--- src/rtl/idli_sqr_m.sv ---
// Nibble-serial instruction sequencer: owns the nibble counter, the INIT/FETCH/EXEC
// state machine, the serial PC increment and the register selector hold for EXEC.
module idli_sqr_m #(
   parameter logic [15:0] PC_RST = 16'h0000
) (
   input  logic       i_sqr_gck,
   input  logic       i_sqr_rst,
   input  logic [3:0] i_sqr_mem_data,
   input  logic       i_sqr_mem_vld,
   input  logic       i_sqr_a_wen,
   input  logic [3:0] i_sqr_pc_data,
   output logic       o_sqr_mem_req,
   output logic [1:0] o_sqr_ctr,
   output logic       o_sqr_exec,
   output logic [6:0] o_sqr_op,
   output logic [2:0] o_sqr_grf_a,
   output logic       o_sqr_grf_a_vld,
   output logic [2:0] o_sqr_grf_b,
   output logic [2:0] o_sqr_grf_c,
   output logic       o_sqr_grf_pc_vld,
   output logic [3:0] o_sqr_grf_pc_data
);

   typedef enum logic [1:0] {
      ST_INIT  = 2'd0,
      ST_FETCH = 2'd1,
      ST_EXEC  = 2'd2
   } state_t;

   state_t      r_state;
   state_t      w_state_nxt;
   logic [1:0]  r_ctr;
   logic [15:0] r_instr;
   logic        r_carry;
   logic        r_act;
   logic        w_act;
   logic        w_cin;
   logic [4:0]  w_sum;
   logic        w_fetch_act;

   // The memory valid is only looked at on nibble 0; the rest of the slot follows r_act.
   assign w_act       = (r_ctr == 2'd0) ? i_sqr_mem_vld : r_act;
   assign w_cin       = (r_ctr == 2'd0) ? 1'b1 : r_carry;
   assign w_sum       = {1'b0, i_sqr_pc_data} + {4'd0, w_cin};
   assign w_fetch_act = (r_state == ST_FETCH) && w_act;

   assign o_sqr_ctr   = r_ctr;
   assign o_sqr_op    = r_instr[15:9];
   assign o_sqr_grf_c = r_instr[8:6];
   assign o_sqr_grf_b = r_instr[5:3];
   assign o_sqr_grf_a = r_instr[2:0];

   // State register and free-running nibble counter.
   always_ff @(posedge i_sqr_gck) begin
      if (i_sqr_rst) begin
         r_state <= ST_INIT;
         r_ctr   <= 2'd0;
      end else begin
         r_state <= w_state_nxt;
         r_ctr   <= r_ctr + 2'd1;
      end
   end

   // Fetch datapath: instruction shift-in, PC carry chain and slot activity.
   always_ff @(posedge i_sqr_gck) begin
      if (i_sqr_rst) begin
         r_instr <= 16'h0000;
         r_carry <= 1'b0;
         r_act   <= 1'b0;
      end else begin
         if (r_state == ST_FETCH) begin
            r_act <= w_act;
         end else begin
            r_act <= 1'b0;
         end
         if (w_fetch_act) begin
            r_instr <= {i_sqr_mem_data, r_instr[15:4]};
            r_carry <= w_sum[4];
         end else begin
            r_instr <= r_instr;
            r_carry <= r_carry;
         end
      end
   end

   // Next-state logic; transitions only on the last nibble of a slot.
   always_comb begin
      w_state_nxt = r_state;
      case (r_state)
         ST_INIT: begin
            if (r_ctr == 2'd3) w_state_nxt = ST_FETCH;
            else               w_state_nxt = ST_INIT;
         end
         ST_FETCH: begin
            if ((r_ctr == 2'd3) && w_act) w_state_nxt = ST_EXEC;
            else                          w_state_nxt = ST_FETCH;
         end
         ST_EXEC: begin
            if (r_ctr == 2'd3) w_state_nxt = ST_FETCH;
            else               w_state_nxt = ST_EXEC;
         end
         default: w_state_nxt = ST_INIT;
      endcase
   end

   // Output decode; A and PC write enables are mutually exclusive by state.
   always_comb begin
      o_sqr_mem_req     = 1'b0;
      o_sqr_exec        = 1'b0;
      o_sqr_grf_a_vld   = 1'b0;
      o_sqr_grf_pc_vld  = 1'b0;
      o_sqr_grf_pc_data = 4'd0;
      case (r_state)
         ST_INIT: begin
            o_sqr_grf_pc_vld  = 1'b1;
            o_sqr_grf_pc_data = PC_RST[{r_ctr, 2'b00} +: 4];
         end
         ST_FETCH: begin
            o_sqr_mem_req = 1'b1;
            if (w_act) begin
               o_sqr_grf_pc_vld  = 1'b1;
               o_sqr_grf_pc_data = w_sum[3:0];
            end else begin
               o_sqr_grf_pc_vld  = 1'b0;
               o_sqr_grf_pc_data = 4'd0;
            end
         end
         ST_EXEC: begin
            o_sqr_exec      = 1'b1;
            o_sqr_grf_a_vld = i_sqr_a_wen;
         end
         default: begin
            o_sqr_mem_req     = 1'b0;
            o_sqr_exec        = 1'b0;
            o_sqr_grf_a_vld   = 1'b0;
            o_sqr_grf_pc_vld  = 1'b0;
            o_sqr_grf_pc_data = 4'd0;
         end
      endcase
   end

endmodule
--- config.mk ---
export PLATFORM = sky130hd
export DESIGN_NAME = idli_sqr_m
export DESIGN_NICKNAME = d
export VERILOG_FILES = /design/src/rtl/idli_sqr_m.sv
export SDC_FILE = /design/constraint.sdc
export NUM_CORES = 1
export LEC_CHECK = 0
export BUFFER_PORTS_ARGS = -buffer_cell sky130_fd_sc_hd__buf_4
export CORE_MARGIN = 2
export CORE_UTILIZATION = 35
export DETAILED_ROUTE_END_ITERATION = 8
export GPL_TIMING_DRIVEN = 0
export PLACE_DENSITY = 0.64
export SLEW_MARGIN = 20
export SYNTH_ARGS = -nofsm -noshare
export SYNTH_HDL_FRONTEND = slang
export SYNTH_SLANG_ARGS = --single-unit
--- constraint.sdc ---
create_clock -name i_sqr_gck -period 2.5 [get_ports i_sqr_gck]
set_clock_uncertainty 0.1 [all_clocks]
set_input_delay 0.5 -clock i_sqr_gck [delete_from_list [all_inputs] [get_ports i_sqr_gck]]
set_output_delay 0.5 -clock i_sqr_gck [all_outputs]
set_load 0.05 [all_outputs]
==> impl_metrics.csv, run 1 <==
group,metric,value,unit
synth,synth_warnings,0,
critical_path,crit_path_start_kind,"register",
clock_network,cts_tree,"done",
timing,min_period,2430,ps
synth,synth.distinct_cells,28,
outcome,status,"finished, final reports clean",
timing,hold_ws,331,ps
finish,layout-drive-gt1-share,43.3,%
timing,fmax,0.411,GHz
hold_path,hp-class,"in -> reg",
drt,drt_iter0_drc,17,
finish,fin_util,54.4,%
synth,synth_nets,128,
drt,drt-vias-per-instance,5.12,
finish,final_cell_mix,"41 x buf_4, 20 x dfxtp_1, 16 x nand3_1",
place,place_inst,180,
timing,worst_slew_pin_slew,480,ps
clock_network,clockBufferDepth,2,
timing,rsz0062_at_grt,"no",
die,dieArea,3250,sq um
die,start_util,36.2,%
die,io_pins,38,
flow_run,cap_viol_max_count,0,
global_routing,grt_max_degree,14,
synth,synth_area_per_cell,8.77,sq um
finish,regArea,443,sq um
critical_path,cp.arrival,1830,ps
critical_path,crit_fanout,3,
finish,final_common_cell,"buf_4",
power_and_ir_drop,ir_drop,0.314,mV
place,placed_area,1320,sq um
synth,synth_seq_cells,22,
synth,postSynthCellCount,112,
finish,final_cells,188,
finish,syn_to_final_growth,50.2,%
timing,post-route-period-util,97.4,%
synth,synth_fa_ha_area_share,5.10,%
drt,num_vias,962,
timing,maxSlewHeadroom,68.0,%
critical_path,cp.required,1900,ps
power_and_ir_drop,power.density,534,nW/um^2
synth,synth-seq-area-share,44.8,%
synth,synth_xor_area_share,1.78,%
finish,multiInputGateArea,562,sq um
timing,totalNegativeSetupSlack,0,ps
clock_network,path_clk_slew,120,ps
clock_network,clock_latency,310,ps
power_and_ir_drop,leakagePower,0.000638,uW
clock_network,numCtsBuffers,3,
drt,route.detailed.drc,0,
drt,wl_per_cell,13.6,um
synth,synthMuxAreaShare,4.97,%
timing,finalHoldViolations,0,
finish,n_fill_cell,261,
timing,maxSlewViolCount,0,
synth,synth_top_family_by_area,"simple AND/OR/NAND/NOR gates",
critical_path,worstSetupPathType,"reg -> out",
clock_network,htreeDepth,1,
drt,drtPass1Iterations,4,
finish,nNetsFinal,174,
finish,antenna_cells,0,
clock_network,cts.sinks,22,
global_routing,overflow,0,
place,dp_hpwl,1.82,mm
place,finalWeightedCongestion,0.699,
die,coreArea,2710,sq um
drt,routed_wl,2.56,mm
finish,fin_area,1480,sq um
global_routing,first_global_vias,907,
timing,setup_viol,0,
synth,synth_compound_area_share,18.1,%
die,die_y,57.0,um
clock_network,holdBufCountCts,0,
global_routing,grt_antenna_before_repair,0,
synth,syn-cell-area,982,sq um
die,rows,19,
clock_network,cts_root_buffer,"clkbuf_4",
global_routing,grt_pass1_wl,4.20,mm
die,die_w,57.0,um
global_routing,track_usage,16.4,%
critical_path,endpoint_kind,"output port",
synth,yosys.area_share.simple,19.1,%
place,port-buffer-count,37,
drt,drtAntennaViolNets,0,
==> cell families (layout without fill, tap and decap cells) <==
| kind of cell | after synthesis | after routing |
|---|---|---|
| AOI/OAI and AO/OA | 34 | 34 |
| xor gates and xnor gates | 2 | 2 |
| adders and majority gates | 4 | 4 |
| buffers and inverters | 11 | 56 |
| DFF | 22 | 22 |
| muxes | 4 | 4 |
| and+or+nand+nor | 35 | 35 |
==> metal layers <==
| layer | vias up | track usage [%] | part of all wire (%) |
|---|---|---|---|
| met5 | - | 0 | 0 |
| met4 | 0 | 5.98 | 0.90 |
| met3 | 3 | 2.95 | 5.9 |
| met2 | 29 | 27.8 | 50 |
| met1 | 452 | 21.0 | 43 |
| li1 | 478 | - | - |
==> worst max-delay path, cell delays in order (launching register included) <==
cell,delay [ps]
dfxtp_2,360
inv_2,40
ha_4,160
or2_4,230
ha_4,170
ha_4,260
and3_4,170
buf_8,140
==> registers in the layout (all words and copies together) (netlist names) <==
register	count
r_instr	16
r_carry	1
r_act	1
o_sqr_ctr	2
r_state	2
==> final timing paths <==
path	from	to	slack, ps	depth (start not counted)
min	i_sqr_mem_data[1]	r_instr[13]	330	3
max	o_sqr_ctr[1]	o_sqr_grf_pc_data[1]	70	7
min reg2reg	r_instr[15]	r_instr[11]	390	2
max reg2reg	o_sqr_ctr[1]	r_carry	860	8
==> metrics by stage <==
step                      setup WS, ps  power [uW]
after detailed placement           105         491
final                             65.6         788
after CTS                         44.7         791
after global routing              8.96         820
after global placement             136         488
after floorplan                   2.41         449
==> power breakdown <==
part | leakage [uW] | total [uW] | internal [uW] | switching, uW
sequential | 0.000178 | 360 | 356 | 4.05
clock | 0.0000279 | 275 | 162 | 113
combinational | 0.000432 | 152 | 66.2 | 85.9
total | 0.000638 | 788 | 585 | 203
==> Yosys cell counts (all sizes together) <==
library cell | instances | share of area (%)
a21o | 1 | 0.76
a21oi | 17 | 9.0
a31oi | 1 | 0.64
and2 | 1 | 0.64
and3 | 3 | 1.9
buf | 6 | 4.1
clkbuf | 2 | 0.89
dfxtp | 22 | 45
ha | 4 | 5.1
inv | 3 | 1.1
mux2 | 1 | 1.5
mux2i | 3 | 3.4
nand2 | 1 | 0.64
nand2b | 5 | 3.2
nand3 | 16 | 8.2
nor2 | 5 | 1.9
nor2b | 2 | 1.3
nor3b | 1 | 0.76
o21ai | 15 | 7.6
or2 | 1 | 0.64
xnor2 | 1 | 0.89
xor2 | 1 | 0.89
==> cell type report <==
type / instances / share of cell area, %
flip-flops and latches: 22 / 30.0
clock inverters: 1 / 2.04
plain buffers: 8 / 3.31
multi-input cells: 79 / 38.1
repair buffers: 41 / 21.6
clock buffers: 3 / 1.53
inverters: 3 / 0.763
well taps: 31 / 2.63
==> repair_timing <==
action | CTS | global route
buffers inserted | 4 | 0
resized for setup | 13 | 3
pin swaps | 1 | 0
gates cloned | 0 | 0
endpoints found under the setup margin | 3 | 3
No activity file was read; power rests on OpenSTA's default activity.
==> inputs of run 2 (changes only) <==
--- a/config.mk
+++ b/config.mk
@@ -8,6 +8,7 @@
 export BUFFER_PORTS_ARGS = -buffer_cell sky130_fd_sc_hd__buf_4
 export CORE_MARGIN = 2
 export CORE_UTILIZATION = 35
+export CTS_BUF_LIST = sky130_fd_sc_hd__clkbuf_16
 export DETAILED_ROUTE_END_ITERATION = 8
 export GPL_TIMING_DRIVEN = 0
 export PLACE_DENSITY = 0.64
==> run 2 against run 1 <==
Against the previous run:
- global-route usage grew 0.28 points
- die area is the same
- combinational power shrank 7%
- sequential share of layout area shrank 0.48 points
- core utilization grew 0.88 points
- clock-buffer cell count is the same
- critical path depth is the same
- final cell count shrank 1.1%
- first-iteration DRC count grew 59%
- sequential power is essentially flat
- largest power group is now clock
==> impl_metrics.csv, run 2 (synthesis gave the netlist of run 1 again) <==
group,metric,value,unit
outcome,status,"finished, final reports clean",
timing,maxSlewViolCount,0,
flow_run,cap_viol_max_count,0,
global_routing,grt_pass1_wl,4.18,mm
drt,wl_per_cell,13.4,um
clock_network,path_clk_slew,60,ps
finish,syn_to_final_growth,52.6,%
place,placed_area,1320,sq um
clock_network,clock_latency,260,ps
die,die_w,57.0,um
finish,nNetsFinal,172,
timing,finalHoldViolations,0,
global_routing,track_usage,16.7,%
hold_path,whs_path_depth,2,
drt,routed_wl,2.49,mm
clock_network,cts_root_buffer,"clkbuf_16",
power_and_ir_drop,power.density,636,nW/um^2
critical_path,cp.arrival,1780,ps
finish,final_cell_mix,"39 x buf_4, 20 x dfxtp_1, 16 x nand3_1",
critical_path,crit_fanout,3,
finish,final_common_cell,"buf_4",
timing,rsz0062_at_grt,"no",
place,port-buffer-count,37,
timing,fmax,0.419,GHz
critical_path,r2r_cells,8,
timing,min_period,2380,ps
timing,setup_viol,0,
die,rows,19,
timing,totalNegativeSetupSlack,0,ps
die,coreArea,2710,sq um
finish,top_register,"r_instr",
critical_path,crit_path_start_kind,"register",
power_and_ir_drop,leakagePower,0.000639,uW
place,pre_cts_ws,105,ps
drt,drt_iter0_drc,27,
drt,route.detailed.drc,0,
clock_network,cts.sinks,22,
clock_network,clockBufferDepth,2,
place,finalWeightedCongestion,0.699,
finish,fin_util,55.3,%
clock_network,cts_tree,"done",
critical_path,r2r_setup_slack,850,ps
power_and_ir_drop,ir_drop,0.570,mV
timing,worst_slew_pin_slew,485,ps
timing,maxSlewHeadroom,67.7,%
finish,largest_reg_flops,16,
clock_network,htreeDepth,1,
die,io_pins,38,
finish,n_fill_cell,254,
critical_path,worstSetupPathType,"reg -> out",
clock_network,numCtsBuffers,3,
timing,post-route-period-util,95.4,%
finish,fin_area,1500,sq um
finish,layout-drive-gt1-share,41.3,%
place,dp_hpwl,1.82,mm
die,start_util,36.2,%
global_routing,grt_max_degree,14,
drt,num_vias,951,
drt,drt-vias-per-instance,5.11,
critical_path,cp.required,1900,ps
finish,antenna_cells,0,
critical_path,endpoint_kind,"output port",
timing,hold_ws,382,ps
global_routing,first_global_vias,885,
die,die_y,57.0,um
hold_path,hp-class,"reg -> reg",
drt,drtAntennaViolNets,0,
die,dieArea,3250,sq um
global_routing,overflow,0,
drt,drtPass1Iterations,4,
timing,fin_ws,116,ps
global_routing,grt_antenna_before_repair,0,
-- run 2: path summary, 6_finish.rpt --
kind	startpoint	end
setup / recovery	o_sqr_ctr[0]	o_sqr_grf_pc_data[1]
hold / removal	r_instr[15]	r_instr[11]
hold reg to reg	r_instr[15]	r_instr[11]
setup reg to reg	o_sqr_ctr[0]	r_carry
-- run 2: worst max-delay path, stage by stage (launching register included) --
cell	delay (ps)
dfxtp_2	320
inv_1	60
ha_4	180
or2_4	240
ha_4	170
ha_4	260
and3_4	170
buf_8	140
-- run 2: repair_timing --
action                                  4_1_cts  5_1_grt
setup buffers                                 2        0
endpoints found under the setup margin        3        2
hold buffers                                  0        0
pin swaps                                     0        0
resized for setup                             8        3
-- run 2: per-layer routing --
| metal | GRT usage, % | vias up | part of all wire [%] |
|---|---|---|---|
| li1 | - | 474 | - |
| met5 | 0 | - | 0 |
| met2 | 27.1 | 38 | 48 |
| met3 | 4.31 | 3 | 7.1 |
| met4 | 7.97 | 0 | 1.6 |
| met1 | 20.8 | 436 | 44 |
-- run 2: through the flow --
stage	instances	total power, uW
final	186	953
after global placement	180	488
after floorplan	112	449
after global routing	186	989
after detailed placement	180	491
after CTS	186	959
-- run 2: power by group --
group	internal [uW]	total (uW)	switching [uW]	leakage [uW]
combinational	60.0	142	81.9	0.000410
clock	318	451	133	0.0000511
sequential	356	360	3.47	0.000178
total	734	953	219	0.000639
-- run 2: cell type report --
cell class / count / area [sq um] / area share, %
flip-flops and latches: 22 / 443 / 29.5
repair buffers: 39 / 304 / 20.3
plain buffers: 8 / 48.8 / 3.26
clock inverters: 1 / 30.0 / 2.00
clock buffers: 3 / 75.1 / 5.01
well taps: 31 / 38.8 / 2.59
inverters: 3 / 11.3 / 0.751
multi-input cells: 79 / 548 / 36.6
==> inputs of run 3 (changes only) <==
--- a/config.mk
+++ b/config.mk
@@ -10,9 +10,8 @@
 export CORE_UTILIZATION = 35
 export CTS_BUF_LIST = sky130_fd_sc_hd__clkbuf_16
 export DETAILED_ROUTE_END_ITERATION = 8
-export GPL_TIMING_DRIVEN = 0
+export GPL_TIMING_DRIVEN = 1
 export PLACE_DENSITY = 0.64
-export SLEW_MARGIN = 20
 export SYNTH_ARGS = -nofsm -noshare
 export SYNTH_HDL_FRONTEND = slang
 export SYNTH_SLANG_ARGS = --single-unit
==> run 3 against run 2 <==
Against the previous run:
- maximum frequency is 2.3% lower
- sequential cell count stayed put
- worst setup slack worse by 57 ps
- first-iteration DRC count stayed put
- clock power is 2% lower
- sequential power hardly changed
- critical endpoint unchanged
==> impl_metrics.csv, run 3 (synthesis gave the netlist of run 1 again) <==
group,metric,value,unit
drt,drt_iter0_drc,27,
timing,worst_slew_pin_slew,211,ps
timing,finalHoldViolations,0,
drt,route.detailed.drc,0,
finish,nNetsFinal,167,
power_and_ir_drop,intPower,728,uW
flow_run,cap_viol_max_count,0,
finish,final_cells,181,
global_routing,grt_pass1_wl,4.02,mm
finish,antenna_cells,0,
finish,regArea,443,sq um
finish,final_cell_mix,"40 x buf_4, 20 x dfxtp_1, 16 x nand3_1",
drt,drt-vias-per-instance,5.13,
die,start_util,36.2,%
finish,top_register,"r_instr",
timing,min_period,2440,ps
critical_path,worstSetupPathType,"reg -> out",
timing,totalNegativeSetupSlack,0,ps
power_and_ir_drop,ir_drop,0.453,mV
timing,post-route-period-util,97.6,%
drt,num_vias,928,
drt,drtAntennaViolNets,0,
die,rows,19,
finish,largest_reg_flops,16,
power_and_ir_drop,leakagePower,0.000621,uW
clock_network,clockBufferDepth,2,
clock_network,cts_tree,"done",
clock_network,cts.sinks,22,
global_routing,overflow,0,
finish,n_fill_cell,263,
timing,rsz0062_at_grt,"no",
critical_path,crit_fanout,3,
timing,fmax,0.410,GHz
critical_path,crit_path_start_kind,"register",
clock_network,htreeDepth,1,
power_and_ir_drop,swShare,22.4,%
drt,routed_wl,2.50,mm
finish,layout-drive-gt1-share,40.7,%
place,dp_hpwl,1.57,mm
hold_path,hp-class,"reg -> reg",
timing,maxSlewViolCount,0,
timing,setup_viol,0,
power_and_ir_drop,p_sw,210,uW
clock_network,cts_root_buffer,"clkbuf_16",
critical_path,r2r_setup_slack,800,ps
die,die_w,57.0,um
clock_network,path_clk_slew,60,ps
critical_path,cp.arrival,1840,ps
outcome,status,"finished, final reports clean",
place,place_inst,175,
global_routing,first_global_vias,879,
critical_path,endpoint_kind,"output port",
drt,drtPass1Iterations,4,
clock_network,numCtsBuffers,3,
critical_path,cp.required,1900,ps
die,die_y,57.0,um
die,dieArea,3250,sq um
die,coreArea,2710,sq um
power_and_ir_drop,clkPwrFrac,47.3,%
die,io_pins,38,
finish,final_common_cell,"buf_4",
place,port-buffer-count,37,
global_routing,grt_max_degree,24,
global_routing,track_usage,15.6,%
clock_network,holdBufCountCts,0,
place,finalWeightedCongestion,0.808,
clock_network,clock_latency,250,ps
finish,syn_to_final_growth,48.5,%
power_and_ir_drop,p_comb_share,14.4,%
drt,wl_per_cell,13.8,um
power_and_ir_drop,power.density,643,nW/um^2
power_and_ir_drop,p_seq_share,38.3,%
global_routing,grt_antenna_before_repair,0,
timing,maxSlewHeadroom,85.6,%
finish,multiInputGateArea,534,sq um
power_and_ir_drop,finalPower,938,uW
run 3: per-stage QoR:
stage / setup WS (ps) / hold slack (ps) / instance area [sq um] / util, %
after floorplan: 2.41 / 344 / 1000 / -
final: 59.0 / 376 / 1460 / 53.8
after CTS: 67.1 / 379 / 1460 / 53.8
after detailed placement: 102 / 329 / 1290 / 47.6
after global placement: 159 / 314 / 1290 / 47.6
after global routing: 2.82 / 393 / 1460 / 53.8
run 3: area by class of cell:
cell class                      count  share of cell area, %
Clock buffer                        3                   5.15
Timing Repair Buffer               42                   22.4
Inverter                            3                  0.772
Clock inverter                      1                   2.06
Sequential cell                    22                   30.4
Tap cell                           31                   2.66
Multi-Input combinational cell     79                   36.6
run 3: power groups by stage:
stage	sequential [uW]	clock, uW	combinational (uW)
5_1_grt	360	468	145
3_5_place_dp	369	0	116
6_report	360	443	135
2_1_floorplan	381	0	67.5
4_1_cts	360	452	134
3_3_place_gp	368	0	115
run 3: worst paths after layout:
kind	from	to	cells after the start
max	o_sqr_ctr[1]	o_sqr_grf_pc_data[1]	7
min	r_instr[2]	r_instr[2]	2
max reg2reg	o_sqr_ctr[1]	r_carry	8
min reg2reg	r_instr[2]	r_instr[2]	2
run 3: layer usage:
metal / vias up / track usage (%) / wire, um
li1: 465 / - / -
met1: 431 / 20.6 / 1150
met2: 30 / 25.5 / 1200
met3: 2 / 3.40 / 140
met4: 0 / 4.98 / 9
met5: - / 0 / 0
run 3: repair_timing:
item	CTS	global route
resized for setup	10	0
setup buffers	2	0
endpoints found under the setup margin	3	0
run 3: worst max-delay path, cell delays in order, from the launching register on:
cell	delay [ps]
dfxtp_2	330
inv_1	60
ha_4	170
or2_4	240
ha_4	160
ha_2	300
and3_2	180
buf_8	140
